[src/rtl/brd_wb2ps_wc_tagmem_pkg.sv]
// Shared definitions for the PSRAM bridge write cache tag store: geometry,
// address field bounds, tag-entry layout and the tree-PLRU touch function.
package brd_wb2ps_wc_tagmem_pkg;

  localparam int WC_WAYS    = 4;
  localparam int WC_LINES   = 16;
  localparam int WC_TAG_W   = 13;

  localparam int WC_TAG_HI  = 22;
  localparam int WC_TAG_LO  = 10;
  localparam int WC_LINE_HI = 9;
  localparam int WC_LINE_LO = 6;
  localparam int WC_OFF_HI  = 5;
  localparam int WC_OFF_LO  = 0;

  typedef logic [1:0]          way_t;
  typedef logic [3:0]          line_t;
  typedef logic [WC_TAG_W-1:0] tag_t;

  typedef struct packed {
    logic valid;
    logic dirty;
    tag_t tag;
  } tag_entry_t;

  // b0 chooses pair {0,1}/{2,3}, b1 inside {0,1}, b2 inside {2,3}; 0 = lower side.
  function automatic logic [2:0] plru_touch(input logic [2:0] plru, input way_t way);
    logic [2:0] nxt;
    nxt = plru;
    case (way)
      2'd0:    begin nxt[0] = 1'b1; nxt[1] = 1'b1; end
      2'd1:    begin nxt[0] = 1'b1; nxt[1] = 1'b0; end
      2'd2:    begin nxt[0] = 1'b0; nxt[2] = 1'b1; end
      default: begin nxt[0] = 1'b0; nxt[2] = 1'b0; end
    endcase
    return nxt;
  endfunction

endpackage

[src/rtl/brd_wb2ps_wc_tagmem_if.sv]
// Request/response bundle between the Wishbone entry stage, tag-init sequencer,
// refill engine (master side) and the tag store (slave side).
interface brd_wb2ps_wc_tagmem_if;
  import brd_wb2ps_wc_tagmem_pkg::*;

  logic                         taginit_en;
  logic [WC_LINE_HI:WC_LINE_LO] taginit_lineno;
  logic                         lookup_req;
  logic                         lookup_we;
  logic [WC_TAG_HI:WC_LINE_LO]  lookup_adr;
  logic                         lookup_ack;
  logic                         hit;
  logic [1:0]                   hit_way;
  logic [1:0]                   victim_way;
  logic                         victim_dirty;
  logic [WC_TAG_HI:WC_TAG_LO]   victim_tag;
  logic                         fill_req;
  logic [1:0]                   fill_way;
  logic [WC_TAG_HI:WC_LINE_LO]  fill_adr;
  logic                         fill_dirty;

  modport master (
    output taginit_en, taginit_lineno, lookup_req, lookup_we, lookup_adr,
           fill_req, fill_way, fill_adr, fill_dirty,
    input  lookup_ack, hit, hit_way, victim_way, victim_dirty, victim_tag
  );

  modport slave (
    input  taginit_en, taginit_lineno, lookup_req, lookup_we, lookup_adr,
           fill_req, fill_way, fill_adr, fill_dirty,
    output lookup_ack, hit, hit_way, victim_way, victim_dirty, victim_tag
  );

endinterface

[src/rtl/brd_wb2ps_wc_plru.sv]
// Combinational tree-PLRU: victim choice for the looked-up line and next-state
// for both the lookup-hit and fill accesses.
module brd_wb2ps_wc_plru
  import brd_wb2ps_wc_tagmem_pkg::*;
(
  input  logic [2:0] lu_plru_i,
  input  logic [3:0] lu_valid_i,
  input  way_t       lu_way_i,
  input  logic [2:0] fill_plru_i,
  input  way_t       fill_way_i,
  output way_t       victim_way_o,
  output logic [2:0] lu_plru_o,
  output logic [2:0] fill_plru_o
);

  // Lowest invalid way first; only a full line falls back to the tree.
  always_comb begin
    victim_way_o = 2'd0;
    casez (lu_valid_i)
      4'b???0: victim_way_o = 2'd0;
      4'b??01: victim_way_o = 2'd1;
      4'b?011: victim_way_o = 2'd2;
      4'b0111: victim_way_o = 2'd3;
      default: begin
        if (lu_plru_i[0]) begin
          victim_way_o = {1'b1, lu_plru_i[2]};
        end else begin
          victim_way_o = {1'b0, lu_plru_i[1]};
        end
      end
    endcase
  end

  assign lu_plru_o   = plru_touch(lu_plru_i, lu_way_i);
  assign fill_plru_o = plru_touch(fill_plru_i, fill_way_i);

endmodule

[src/rtl/brd_wb2ps_wc_tagmem.sv]
// 4-way x 16-line tag store with hit/miss lookup and tree-PLRU replacement.
// Define WC_DIRTY_EN for write-back (dirty tracking); otherwise write-through.
module brd_wb2ps_wc_tagmem
  import brd_wb2ps_wc_tagmem_pkg::*;
#(
  parameter int TAG_W = WC_TAG_W,
  parameter int WAYS  = WC_WAYS
) (
  input logic                   cpuclk,
  input logic                   WSHRST,
  brd_wb2ps_wc_tagmem_if.slave  bus_if
);

  // Unreset storage so it can map onto distributed RAM.
  logic [TAG_W-1:0] tag_q   [WC_LINES][WAYS];
  logic [WAYS-1:0]  valid_q [WC_LINES];
  logic [2:0]       plru_q  [WC_LINES];
`ifdef WC_DIRTY_EN
  logic [WAYS-1:0]  dirty_q [WC_LINES];
  logic             lu_dirty_we_s;
`else
  logic             unused_s;
  assign unused_s = ^{bus_if.lookup_we, bus_if.fill_dirty};
`endif

  line_t            lu_idx_s, fill_idx_s;
  logic [TAG_W-1:0] lu_tag_s;
  tag_entry_t       ent_s [WAYS];
  tag_entry_t       vict_ent_s;
  logic [WAYS-1:0]  match_s;
  logic             hit_s;
  way_t             hit_way_s, victim_way_s;
  logic [2:0]       lu_plru_nxt_s, fill_plru_nxt_s;
  logic             lu_hit_s, fill_ok_s, fill_same_s, lu_plru_we_s;

  logic             ack_q, ack_d, hit_q, hit_d, vdirty_q, vdirty_d;
  way_t             hit_way_q, hit_way_d, vway_q, vway_d;
  logic [TAG_W-1:0] vtag_q, vtag_d;

  assign lu_idx_s   = bus_if.lookup_adr[WC_LINE_HI:WC_LINE_LO];
  assign lu_tag_s   = bus_if.lookup_adr[WC_TAG_HI:WC_TAG_LO];
  assign fill_idx_s = bus_if.fill_adr[WC_LINE_HI:WC_LINE_LO];

  // Read the addressed line and compare tags in every way.
  always_comb begin
    match_s = '0;
    for (int w = 0; w < WAYS; w++) begin
      ent_s[w].valid = valid_q[lu_idx_s][w];
`ifdef WC_DIRTY_EN
      ent_s[w].dirty = dirty_q[lu_idx_s][w];
`else
      ent_s[w].dirty = 1'b0;
`endif
      ent_s[w].tag   = tag_t'(tag_q[lu_idx_s][w]);
      match_s[w]     = ent_s[w].valid && (ent_s[w].tag == tag_t'(lu_tag_s));
    end
  end

  // Lowest matching way wins should more than one ever match.
  always_comb begin
    hit_way_s = 2'd0;
    casez (match_s)
      4'b???1: hit_way_s = 2'd0;
      4'b??10: hit_way_s = 2'd1;
      4'b?100: hit_way_s = 2'd2;
      4'b1000: hit_way_s = 2'd3;
      default: hit_way_s = 2'd0;
    endcase
  end

  assign hit_s      = |match_s;
  assign vict_ent_s = ent_s[victim_way_s];

  brd_wb2ps_wc_plru u_plru (
    .lu_plru_i    (plru_q[lu_idx_s]),
    .lu_valid_i   (valid_q[lu_idx_s]),
    .lu_way_i     (hit_way_s),
    .fill_plru_i  (plru_q[fill_idx_s]),
    .fill_way_i   (bus_if.fill_way),
    .victim_way_o (victim_way_s),
    .lu_plru_o    (lu_plru_nxt_s),
    .fill_plru_o  (fill_plru_nxt_s)
  );

  // Arbitrate updates: init beats fill, fill beats lookup on the same line.
  always_comb begin
    lu_hit_s     = bus_if.lookup_req && !bus_if.taginit_en && hit_s;
    fill_ok_s    = bus_if.fill_req &&
                   !(bus_if.taginit_en && (bus_if.taginit_lineno == fill_idx_s));
    fill_same_s  = fill_ok_s && (fill_idx_s == lu_idx_s);
    lu_plru_we_s = lu_hit_s && !fill_same_s;
`ifdef WC_DIRTY_EN
    lu_dirty_we_s = lu_hit_s && bus_if.lookup_we &&
                    !(fill_same_s && (bus_if.fill_way == hit_way_s));
`endif
  end

  // Storage write port: init clear, fill, and lookup-side PLRU/dirty updates.
  always_ff @(posedge cpuclk) begin
    if (bus_if.taginit_en) begin
      valid_q[bus_if.taginit_lineno] <= '0;
      plru_q[bus_if.taginit_lineno]  <= 3'b000;
`ifdef WC_DIRTY_EN
      dirty_q[bus_if.taginit_lineno] <= '0;
`endif
    end
    if (fill_ok_s) begin
      tag_q[fill_idx_s][bus_if.fill_way]   <= bus_if.fill_adr[WC_TAG_HI:WC_TAG_LO];
      valid_q[fill_idx_s][bus_if.fill_way] <= 1'b1;
      plru_q[fill_idx_s]                   <= fill_plru_nxt_s;
`ifdef WC_DIRTY_EN
      dirty_q[fill_idx_s][bus_if.fill_way] <= bus_if.fill_dirty;
`endif
    end
    if (lu_plru_we_s) begin
      plru_q[lu_idx_s] <= lu_plru_nxt_s;
    end
`ifdef WC_DIRTY_EN
    if (lu_dirty_we_s) begin
      dirty_q[lu_idx_s][hit_way_s] <= 1'b1;
    end
`endif
  end

  // Result registers load on each lookup and otherwise hold.
  always_comb begin
    ack_d     = bus_if.lookup_req;
    hit_d     = hit_q;
    hit_way_d = hit_way_q;
    vway_d    = vway_q;
    vdirty_d  = vdirty_q;
    vtag_d    = vtag_q;
    if (bus_if.lookup_req && bus_if.taginit_en) begin
      hit_d     = 1'b0;
      hit_way_d = 2'd0;
      vway_d    = 2'd0;
      vdirty_d  = 1'b0;
      vtag_d    = '0;
    end else if (bus_if.lookup_req) begin
      hit_d     = hit_s;
      hit_way_d = hit_way_s;
      vway_d    = victim_way_s;
      vdirty_d  = vict_ent_s.valid && vict_ent_s.dirty;
      vtag_d    = vict_ent_s.tag;
    end else begin
      ack_d     = 1'b0;
    end
  end

  // Output register bank.
  always_ff @(posedge cpuclk or posedge WSHRST) begin
    if (WSHRST) begin
      ack_q     <= 1'b0;
      hit_q     <= 1'b0;
      hit_way_q <= 2'd0;
      vway_q    <= 2'd0;
      vdirty_q  <= 1'b0;
      vtag_q    <= '0;
    end else begin
      ack_q     <= ack_d;
      hit_q     <= hit_d;
      hit_way_q <= hit_way_d;
      vway_q    <= vway_d;
      vdirty_q  <= vdirty_d;
      vtag_q    <= vtag_d;
    end
  end

  assign bus_if.lookup_ack   = ack_q;
  assign bus_if.hit          = hit_q;
  assign bus_if.hit_way      = hit_way_q;
  assign bus_if.victim_way   = vway_q;
  assign bus_if.victim_dirty = vdirty_q;
  assign bus_if.victim_tag   = vtag_q;

endmodule

[src/flat_wrapper.sv]
// flat-port wrapper written by rule: the top's interface ports become plain ports
module brd_wb2ps_wc_tagmem_flat import brd_wb2ps_wc_tagmem_pkg::*;
#(
  parameter int TAG_W = WC_TAG_W,
  parameter int WAYS  = WC_WAYS
)
  (cpuclk, WSHRST, bus_if_taginit_en, bus_if_taginit_lineno, bus_if_lookup_req, bus_if_lookup_we, bus_if_lookup_adr, bus_if_fill_req, bus_if_fill_way, bus_if_fill_adr, bus_if_fill_dirty, bus_if_lookup_ack, bus_if_hit, bus_if_hit_way, bus_if_victim_way, bus_if_victim_dirty, bus_if_victim_tag);
  brd_wb2ps_wc_tagmem_if bus_if_i ();
  input logic cpuclk;
  input logic WSHRST;
  input wire logic [$bits(bus_if_i.taginit_en)-1:0] bus_if_taginit_en;
  input wire logic [$bits(bus_if_i.taginit_lineno)-1:0] bus_if_taginit_lineno;
  input wire logic [$bits(bus_if_i.lookup_req)-1:0] bus_if_lookup_req;
  input wire logic [$bits(bus_if_i.lookup_we)-1:0] bus_if_lookup_we;
  input wire logic [$bits(bus_if_i.lookup_adr)-1:0] bus_if_lookup_adr;
  input wire logic [$bits(bus_if_i.fill_req)-1:0] bus_if_fill_req;
  input wire logic [$bits(bus_if_i.fill_way)-1:0] bus_if_fill_way;
  input wire logic [$bits(bus_if_i.fill_adr)-1:0] bus_if_fill_adr;
  input wire logic [$bits(bus_if_i.fill_dirty)-1:0] bus_if_fill_dirty;
  output wire logic [$bits(bus_if_i.lookup_ack)-1:0] bus_if_lookup_ack;
  output wire logic [$bits(bus_if_i.hit)-1:0] bus_if_hit;
  output wire logic [$bits(bus_if_i.hit_way)-1:0] bus_if_hit_way;
  output wire logic [$bits(bus_if_i.victim_way)-1:0] bus_if_victim_way;
  output wire logic [$bits(bus_if_i.victim_dirty)-1:0] bus_if_victim_dirty;
  output wire logic [$bits(bus_if_i.victim_tag)-1:0] bus_if_victim_tag;
  assign bus_if_i.taginit_en = bus_if_taginit_en;
  assign bus_if_i.taginit_lineno = bus_if_taginit_lineno;
  assign bus_if_i.lookup_req = bus_if_lookup_req;
  assign bus_if_i.lookup_we = bus_if_lookup_we;
  assign bus_if_i.lookup_adr = bus_if_lookup_adr;
  assign bus_if_i.fill_req = bus_if_fill_req;
  assign bus_if_i.fill_way = bus_if_fill_way;
  assign bus_if_i.fill_adr = bus_if_fill_adr;
  assign bus_if_i.fill_dirty = bus_if_fill_dirty;
  assign bus_if_lookup_ack = bus_if_i.lookup_ack;
  assign bus_if_hit = bus_if_i.hit;
  assign bus_if_hit_way = bus_if_i.hit_way;
  assign bus_if_victim_way = bus_if_i.victim_way;
  assign bus_if_victim_dirty = bus_if_i.victim_dirty;
  assign bus_if_victim_tag = bus_if_i.victim_tag;
  brd_wb2ps_wc_tagmem #(.TAG_W(TAG_W), .WAYS(WAYS)) u_core (.cpuclk(cpuclk), .WSHRST(WSHRST), .bus_if(bus_if_i));
endmodule
[config.mk]
export PLATFORM = sky130hd
export DESIGN_NAME = brd_wb2ps_wc_tagmem_flat
export DESIGN_NICKNAME = d
export VERILOG_FILES = /design/src/rtl/brd_wb2ps_wc_tagmem_pkg.sv /design/src/rtl/brd_wb2ps_wc_tagmem_if.sv /design/src/rtl/brd_wb2ps_wc_plru.sv /design/src/rtl/brd_wb2ps_wc_tagmem.sv /design/src/flat_wrapper.sv
export SDC_FILE = /design/constraint.sdc
export NUM_CORES = 1
export LEC_CHECK = 0
export ABC_CLOCK_PERIOD_IN_PS = 4050
export CELL_PAD_IN_SITES_DETAIL_PLACEMENT = 0
export CELL_PAD_IN_SITES_GLOBAL_PLACEMENT = 2
export CORE_MARGIN = 1.5
export CORE_UTILIZATION = 45
export CTS_BUF_LIST = sky130_fd_sc_hd__clkbuf_8
export DETAILED_ROUTE_END_ITERATION = 8
export DONT_BUFFER_PORTS = 1
export GPL_TIMING_DRIVEN = 1
export HOLD_SLACK_MARGIN = 0.15
export PLACE_DENSITY = 0.83
export SLEW_MARGIN = 30
export SYNTH_ARGS = -nofsm -noshare
export SYNTH_HDL_FRONTEND = slang
export SYNTH_HIERARCHICAL = 1
export SYNTH_SLANG_ARGS = --single-unit
[constraint.sdc]
create_clock -name cpuclk -period 4.05 [get_ports cpuclk]
set_clock_uncertainty 0.1 [all_clocks]
set_input_delay 0.81 -clock cpuclk [delete_from_list [all_inputs] [get_ports cpuclk]]
set_output_delay 0.81 -clock cpuclk [all_outputs]
set_load 0.05 [all_outputs]
# [Yosys cells after proc, flatten, opt, wreduce, memory -nomap -nowiden]
# Memory sizes are Yosys's and may differ from the RTL's.
# Cells that the tools add are included.
[totals] ff_bits=20 latchBits=0 ram_bits=944 mem_bits_ro=0 out_inout_bits=20 n_memories=3
[memory_table] memory="u_core.tag_q" depth=16 width=52 rd=1 rd_ports_with_merged_regs=0 wr=1 line="brd_wb2ps_wc_tagmem.sv:15" text="logic [TAG_W-1:0] tag_q [WC_LINES][WAYS];"
[memory_table] memory="u_core.valid_q" depth=16 width=4 rd=1 rd_ports_with_merged_regs=0 wr=2 line="brd_wb2ps_wc_tagmem.sv:16" text="logic [WAYS-1:0] valid_q [WC_LINES];"
[memory_table] memory="u_core.plru_q" depth=16 width=3 rd=1 rd_ports_with_merged_regs=0 wr=2 line="brd_wb2ps_wc_tagmem.sv:17" text="logic [2:0] plru_q [WC_LINES];"
[classes] add_sub_neg=0 multipliers=0 div_mod_pow=0 n_lt_le_gt_ge=5 eq_ne=18 shift=0 mux=39 bitwise=3 reduce_logical=26
[ops] cell="13-bit equality test" count=4
[ops] cell="52-bit 2-to-1 mux" count=1
[ops] cell="13-bit 2-to-1 mux" count=3
[ops] cell="15-bit binary-select mux with 2-bit select" count=1
[ops] cell="15-bit 2-to-1 mux" count=2
[ops] cell="13-bit demux with 2-bit select" count=1
[ops] cell="1-bit 2-to-1 mux" count=16
[ops] cell="1-bit logical AND" count=14
[ops] cell="2-bit 2-to-1 mux" count=5
[ops] cell="4-bit equality test" count=2
[ops] cell="4-bit 2-to-1 mux" count=2
[ops] cell="1-bit one-hot mux with 2 select lines" count=4
[ops] cell="2-bit one-hot mux with 4 select lines" count=1
[ops] cell="2-bit by 1-bit equality test with 1-bit output (second input constant)" count=3
[ops] cell="2-bit equality test (second input constant)" count=3
[ops] cell="3-bit greater-or-equal comparator (second input constant)" count=2
[ops] cell="2-bit NOT with 3-bit output" count=2
[ops] cell="2-bit one-hot mux with 3 select lines" count=1
[ops] cell="4-bit by 3-bit equality test with 1-bit output (second input constant)" count=1
[ops] cell="4-bit equality test (second input constant)" count=1
[ops] cell="2-bit logical NOT" count=2
[ops] cell="2-bit AND reduction" count=2
[ops] cell="2-bit OR reduction" count=2
[ops] cell="4-bit OR reduction" count=1
[ops] cell="13 further kinds" count=15

# [Longest topological paths before layout]
[logic_depth] ltp_word=11 ltp_mapped=20 mapped_depth_nobuf=13

# [Cells and area by module]
# Netlist, hierarchy kept.
[by_module_without_submodules] mod="brd_wb2ps_wc_tagmem" instances=1 cells_each=2230 area_each_um2=40550.1 seq_area_each_um2=28182.0
[by_module_without_submodules] mod="brd_wb2ps_wc_plru" instances=1 cells_each=17 area_each_um2=91.3 seq_area_each_um2=0.0

# [Worst setup path before layout]
# OpenSTA, ideal clock, no wires.
[synth_path] path_kind="in2reg" start="input bus_if_lookup_adr[0]" end="register u_core.vtag_q[9] (netlist: u_core/bus_if.victim_tag[19])" setup_ps=78 t_arrival_ps=4812 path_slack_ps=-940 stages=17 cell_sequence="buf_6 -> buf_6 -> buf_4 -> buf_6 -> buf_6 -> buf_4 -> buf_1 -> mux4_2 -> mux4_2 -> inv_1 -> a31oi_1 -> inv_1 -> clkbuf_1 -> mux4_2 -> nand2_1 -> o31ai_1 -> o2bb2ai_1"
[synth_between] elab_chain_cells=9
[synth_lines] item="start, declared" line="flat_wrapper.sv:15" text="input wire logic [$bits(bus_if_i.lookup_adr)-1:0] bus_if_lookup_adr;"
[synth_lines] item="memory read 16 x 4 bit or memory read 16 x 3 bit (tied branches)"
[synth_lines] item="4-bit by 3-bit equality test with 1-bit output (tied with other cells)" line="brd_wb2ps_wc_plru.sv:19" text="casez (lu_valid_i)"
[synth_lines] item="2-bit one-hot mux with 4 select lines *" line="brd_wb2ps_wc_plru.sv:19"
[synth_lines] item="net u_core.victim_way_s[1]" line="brd_wb2ps_wc_tagmem.sv:32" text="way_t hit_way_s, victim_way_s;"
[synth_lines] item="2-bit NOT with 3-bit output (not written as such) *" line="brd_wb2ps_wc_tagmem.sv:72" text="assign vict_ent_s = ent_s[victim_way_s];"
[synth_lines] item="15-bit binary-select mux with 2-bit select *" line="brd_wb2ps_wc_tagmem.sv:72"
[synth_lines] item="15-bit 2-to-1 mux (not written as such) * (2 in a row)" line="brd_wb2ps_wc_tagmem.sv:72"
[synth_lines] item="13-bit 2-to-1 mux *" line="brd_wb2ps_wc_tagmem.sv:139" text="end else if (bus_if.lookup_req) begin"
[synth_lines] item="13-bit 2-to-1 mux *" line="brd_wb2ps_wc_tagmem.sv:133" text="if (bus_if.lookup_req && bus_if.taginit_en) begin"
[synth_lines] item="end signal, assigned" line="brd_wb2ps_wc_tagmem.sv:165" text="vtag_q <= vtag_d;"
[synth_lines] item="end, declared" line="brd_wb2ps_wc_tagmem.sv:38" text="logic [TAG_W-1:0] vtag_q, vtag_d;"
# Mark *: on every way through the listed nets, which the timed path passes. The rest lies on a longest branch. The select of a mux whose other input is x is not followed.
# A chain may end at the register's enable or synchronous reset.

==> results by group <==
Layout
  • Area of the multi-input gates: 11700 sq um
  • Final Cell Area: 46800 sq um
  • Share of layout cells above drive strength 1: 30.6%
  • Layout fillers: 6930
  • Area Overhead vs Synth: 15.4%
  • Final Util: 52.7%
  • Seq. cell area: 28200 sq um
  • Layout Nets: 2602

GRT
  • Antenna violations before repair: 5
  • Pin count of the biggest net entering global routing: 246
  • First-pass GRT wire length: 165 mm
  • Vias in the first global route: 23400
  • Overflow after GRT: 0
  • GRT Util Overall: 25.5%

Synth
  • Cell count after synthesis: 2242
  • Synthesized area per cell: 18.1 sq um
  • Synthesis Warnings: 6
  • Post-synthesis cell area: 40500 sq um
  • Syn Nets: 2289

Drt
  • Drt pass-1 iters: 5
  • Routed vias: 23200
  • DR WL/cell: 30.1 um
  • Iteration-0 DRC Markers: 2903
  • Drt drc: 0
  • Vias per inst: 6.02
  • ANT nets after route: 0
  • Overall routed net length: 116 mm

Clocking
  • Clock-pin slew on the worst setup and hold paths: 0.07 ns
  • Clock root buffer: clkbuf_8
  • Clk Latency, worst-skew pair: 0.85 ns
  • CTS buffer count: 153
  • H-Tree Depth: 4
  • Max Root-Sink Buffers: 3
  • CTS Sinks: 963
  • CTS tree: built

Placement
  • Placed instance area: 43600 sq um
  • I/O Buffers: 0
  • HPWL Detailed: 71.6 mm
  • GPL Wtd Cong: 0.973

Floorplan
  • IO Count: 67
  • Die H: 303 um
  • Core Region: 88800 sq um
  • Die width: 303 um
  • Die Area: 91900 sq um
  • Initial Utilization: 45.6%
  • Core Rows: 109

STA
  • Max-slew violations: 0
  • Worst hold slack: 0.254 ns
  • Final setup viols: 0
  • Final period util: 98.0%
  • RSZ-0062 raised after global routing: no
  • Final Hold Fails: 0
  • Slew @ Worst Pin: 0.801 ns
  • Worst slew margin: 46.5%
  • Max Freq: 252 MHz
  • Tmin final: 3.97 ns

Worst setup path
  • Arrival @ worst endpoint: 4.44 ns
  • Critical Path Max Stage Delay: 0.55 ns
  • Critical path's slowest cell: mux4_2
  • Crit path buffers/inverters: 4
  • CP top delay family: multiplexers
  • Startpoint types: flip-flop
  • Worst EP required: 4.52 ns
  • Critical-path maximum fanout: 15
  • CP endpoint kind: flip-flop
  • Critical path, cell by cell: mux4_2 -> mux4_2 -> xnor2_1 -> o2111ai_1 -> a211o_1 -> buf_4 -> nor2_1 -> a21oi_1 -> nor2_2 -> inv_1 -> buf_4 -> and3_1 -> buf_12 -> mux2_2
  • Setup Crit Path Kind: reg -> reg

Power and ir drop
  • Net Sw Power: 4.84 mW
  • Reg power frac: 54.2%
  • Maximum VDD drop: 0.294 mV
  • Clock power share: 37.6%
  • LEAKAGE: 16.5 nW
  • P_int: 15.8 mW
  • Pwr dens: 441 nW/um^2
  • Gate power share: 8.2%
  • Net Sw Frac: 23.5%

Run
  • Maxcap violations: 0

Min path
  • Hold WC Path Type: in -> reg

Outcome
  • Status: finished clean
-- repair_timing --
item | 4_1_cts | 5_1_grt
gates cloned | 0 | 0
resized for setup | 1 | 0
setup endpoints to repair | 1 | 6
hold buffers | 15 | 0
hold endpoints to repair | 853 | 0
pin swaps | 0 | 1
buffers inserted | 0 | 0
-- per-layer routing --
layer  wire length (um)  part of all wire (%)  global-route usage, %  vias up
met5                 32                 0.028                      0        -
met4               4360                   3.8                   10.1        4
met3              10500                   9.0                   5.41      221
li1                   -                     -                      -     9695
met2              53700                    46                   39.3     1193
met1              47200                    41                   35.7    12000
-- power groups by stage --
stage | clock network, mW | registers, mW | logic (mW)
floorplan | 0 | 11.4 | 1.06
global placement | 0 | 11.4 | 1.46
detailed placement | 0 | 11.4 | 1.48
CTS | 7.88 | 11.2 | 1.67
global route | 8.31 | 11.2 | 1.77
finish | 7.77 | 11.2 | 1.69
-- flip-flops by register name, indices dropped and copies added, names as in the netlist --
| signal | cells |
|---|---|
| u_core/tag_q | 832 |
| u_core/plru_q | 48 |
| u_core/bus_if.hit_way | 2 |
| u_core/valid_q | 64 |
| u_core/bus_if.victim_way | 2 |
| u_core/bus_if.hit | 1 |
| u_core/bus_if.victim_tag | 13 |
| u_core/bus_if.lookup_ack | 1 |
-- path summary, 6_finish.rpt --
| kind | start | to | slack, ns | cells after the start |
|---|---|---|---|---|
| max | u_core/tag_q[6][19] | u_core/plru_q[15][0] | 0.08 | 14 |
| min | bus_if_fill_adr[13] | u_core/tag_q[10][22] | 0.25 | 1 |
| max reg2reg | u_core/tag_q[6][19] | u_core/plru_q[15][0] | 0.08 | 14 |
| min reg2reg | u_core/valid_q[3][3] | u_core/valid_q[3][3] | 0.35 | 1 |
| max in group asynchronous | WSHRST | u_core/bus_if.hit | 3.02 | 2 |
| min in group asynchronous | WSHRST | u_core/bus_if.victim_tag[10] | 0.41 | 2 |
-- layout by cell type (no fill, tap or decap), drive strengths merged, types with 10 or more instances in the layout --
cell / instances
o21ai: 28
clkinv: 54
o2bb2ai: 13
mux4: 224
nand2b: 14
o22ai: 10
dfrtp: 19
xnor2: 50
mux2i: 158
a2bb2oi: 12
nand3: 29
mux2: 69
dfxtp: 64
a21oi: 39
a21o: 74
clkbuf: 157
edfxtp: 880
nor2b: 16
inv: 73
buf: 288
xor2: 18
a22oi: 28
nor3: 18
nor2: 117
nand2: 97
-- worst reg2reg max path, cell delays in order (launching register included) --
cell and delay [ns]:
edfxtp_1 0.39, mux4_2 0.48, mux4_2 0.55, xnor2_1 0.16
o2111ai_1 0.11, a211o_1 0.32, buf_4 0.14, nor2_1 0.29
a21oi_1 0.18, nor2_2 0.20, inv_1 0.08, buf_4 0.14
and3_1 0.16, buf_12 0.15, mux2_2 0.27
-- final cells by class --
| type | instances | area share [%] |
|---|---|---|
| diodes | 2 | 0.0107 |
| clock buffers | 157 | 4.62 |
| clock inverters | 121 | 1.47 |
| inverters | 20 | 0.166 |
| multi-input cells | 1127 | 24.9 |
| flip-flops and latches | 963 | 60.2 |
| well taps | 1165 | 3.12 |
| repair buffers | 290 | 5.46 |
-- through the flow --
stage               power, mW  setup WS (ns)  TNS (ns)  std cells
detailed placement       12.9         -0.650    -49.48       3550
CTS                      20.7         0.0893         0       3843
global route             21.3        0.00231         0       3844
global placement         12.8         -0.611    -48.26       3550
floorplan                12.4         -0.224     -9.06       2242
finish                   20.6         0.0794         0       3845
Note: power is estimated with default switching activity, not from simulation.
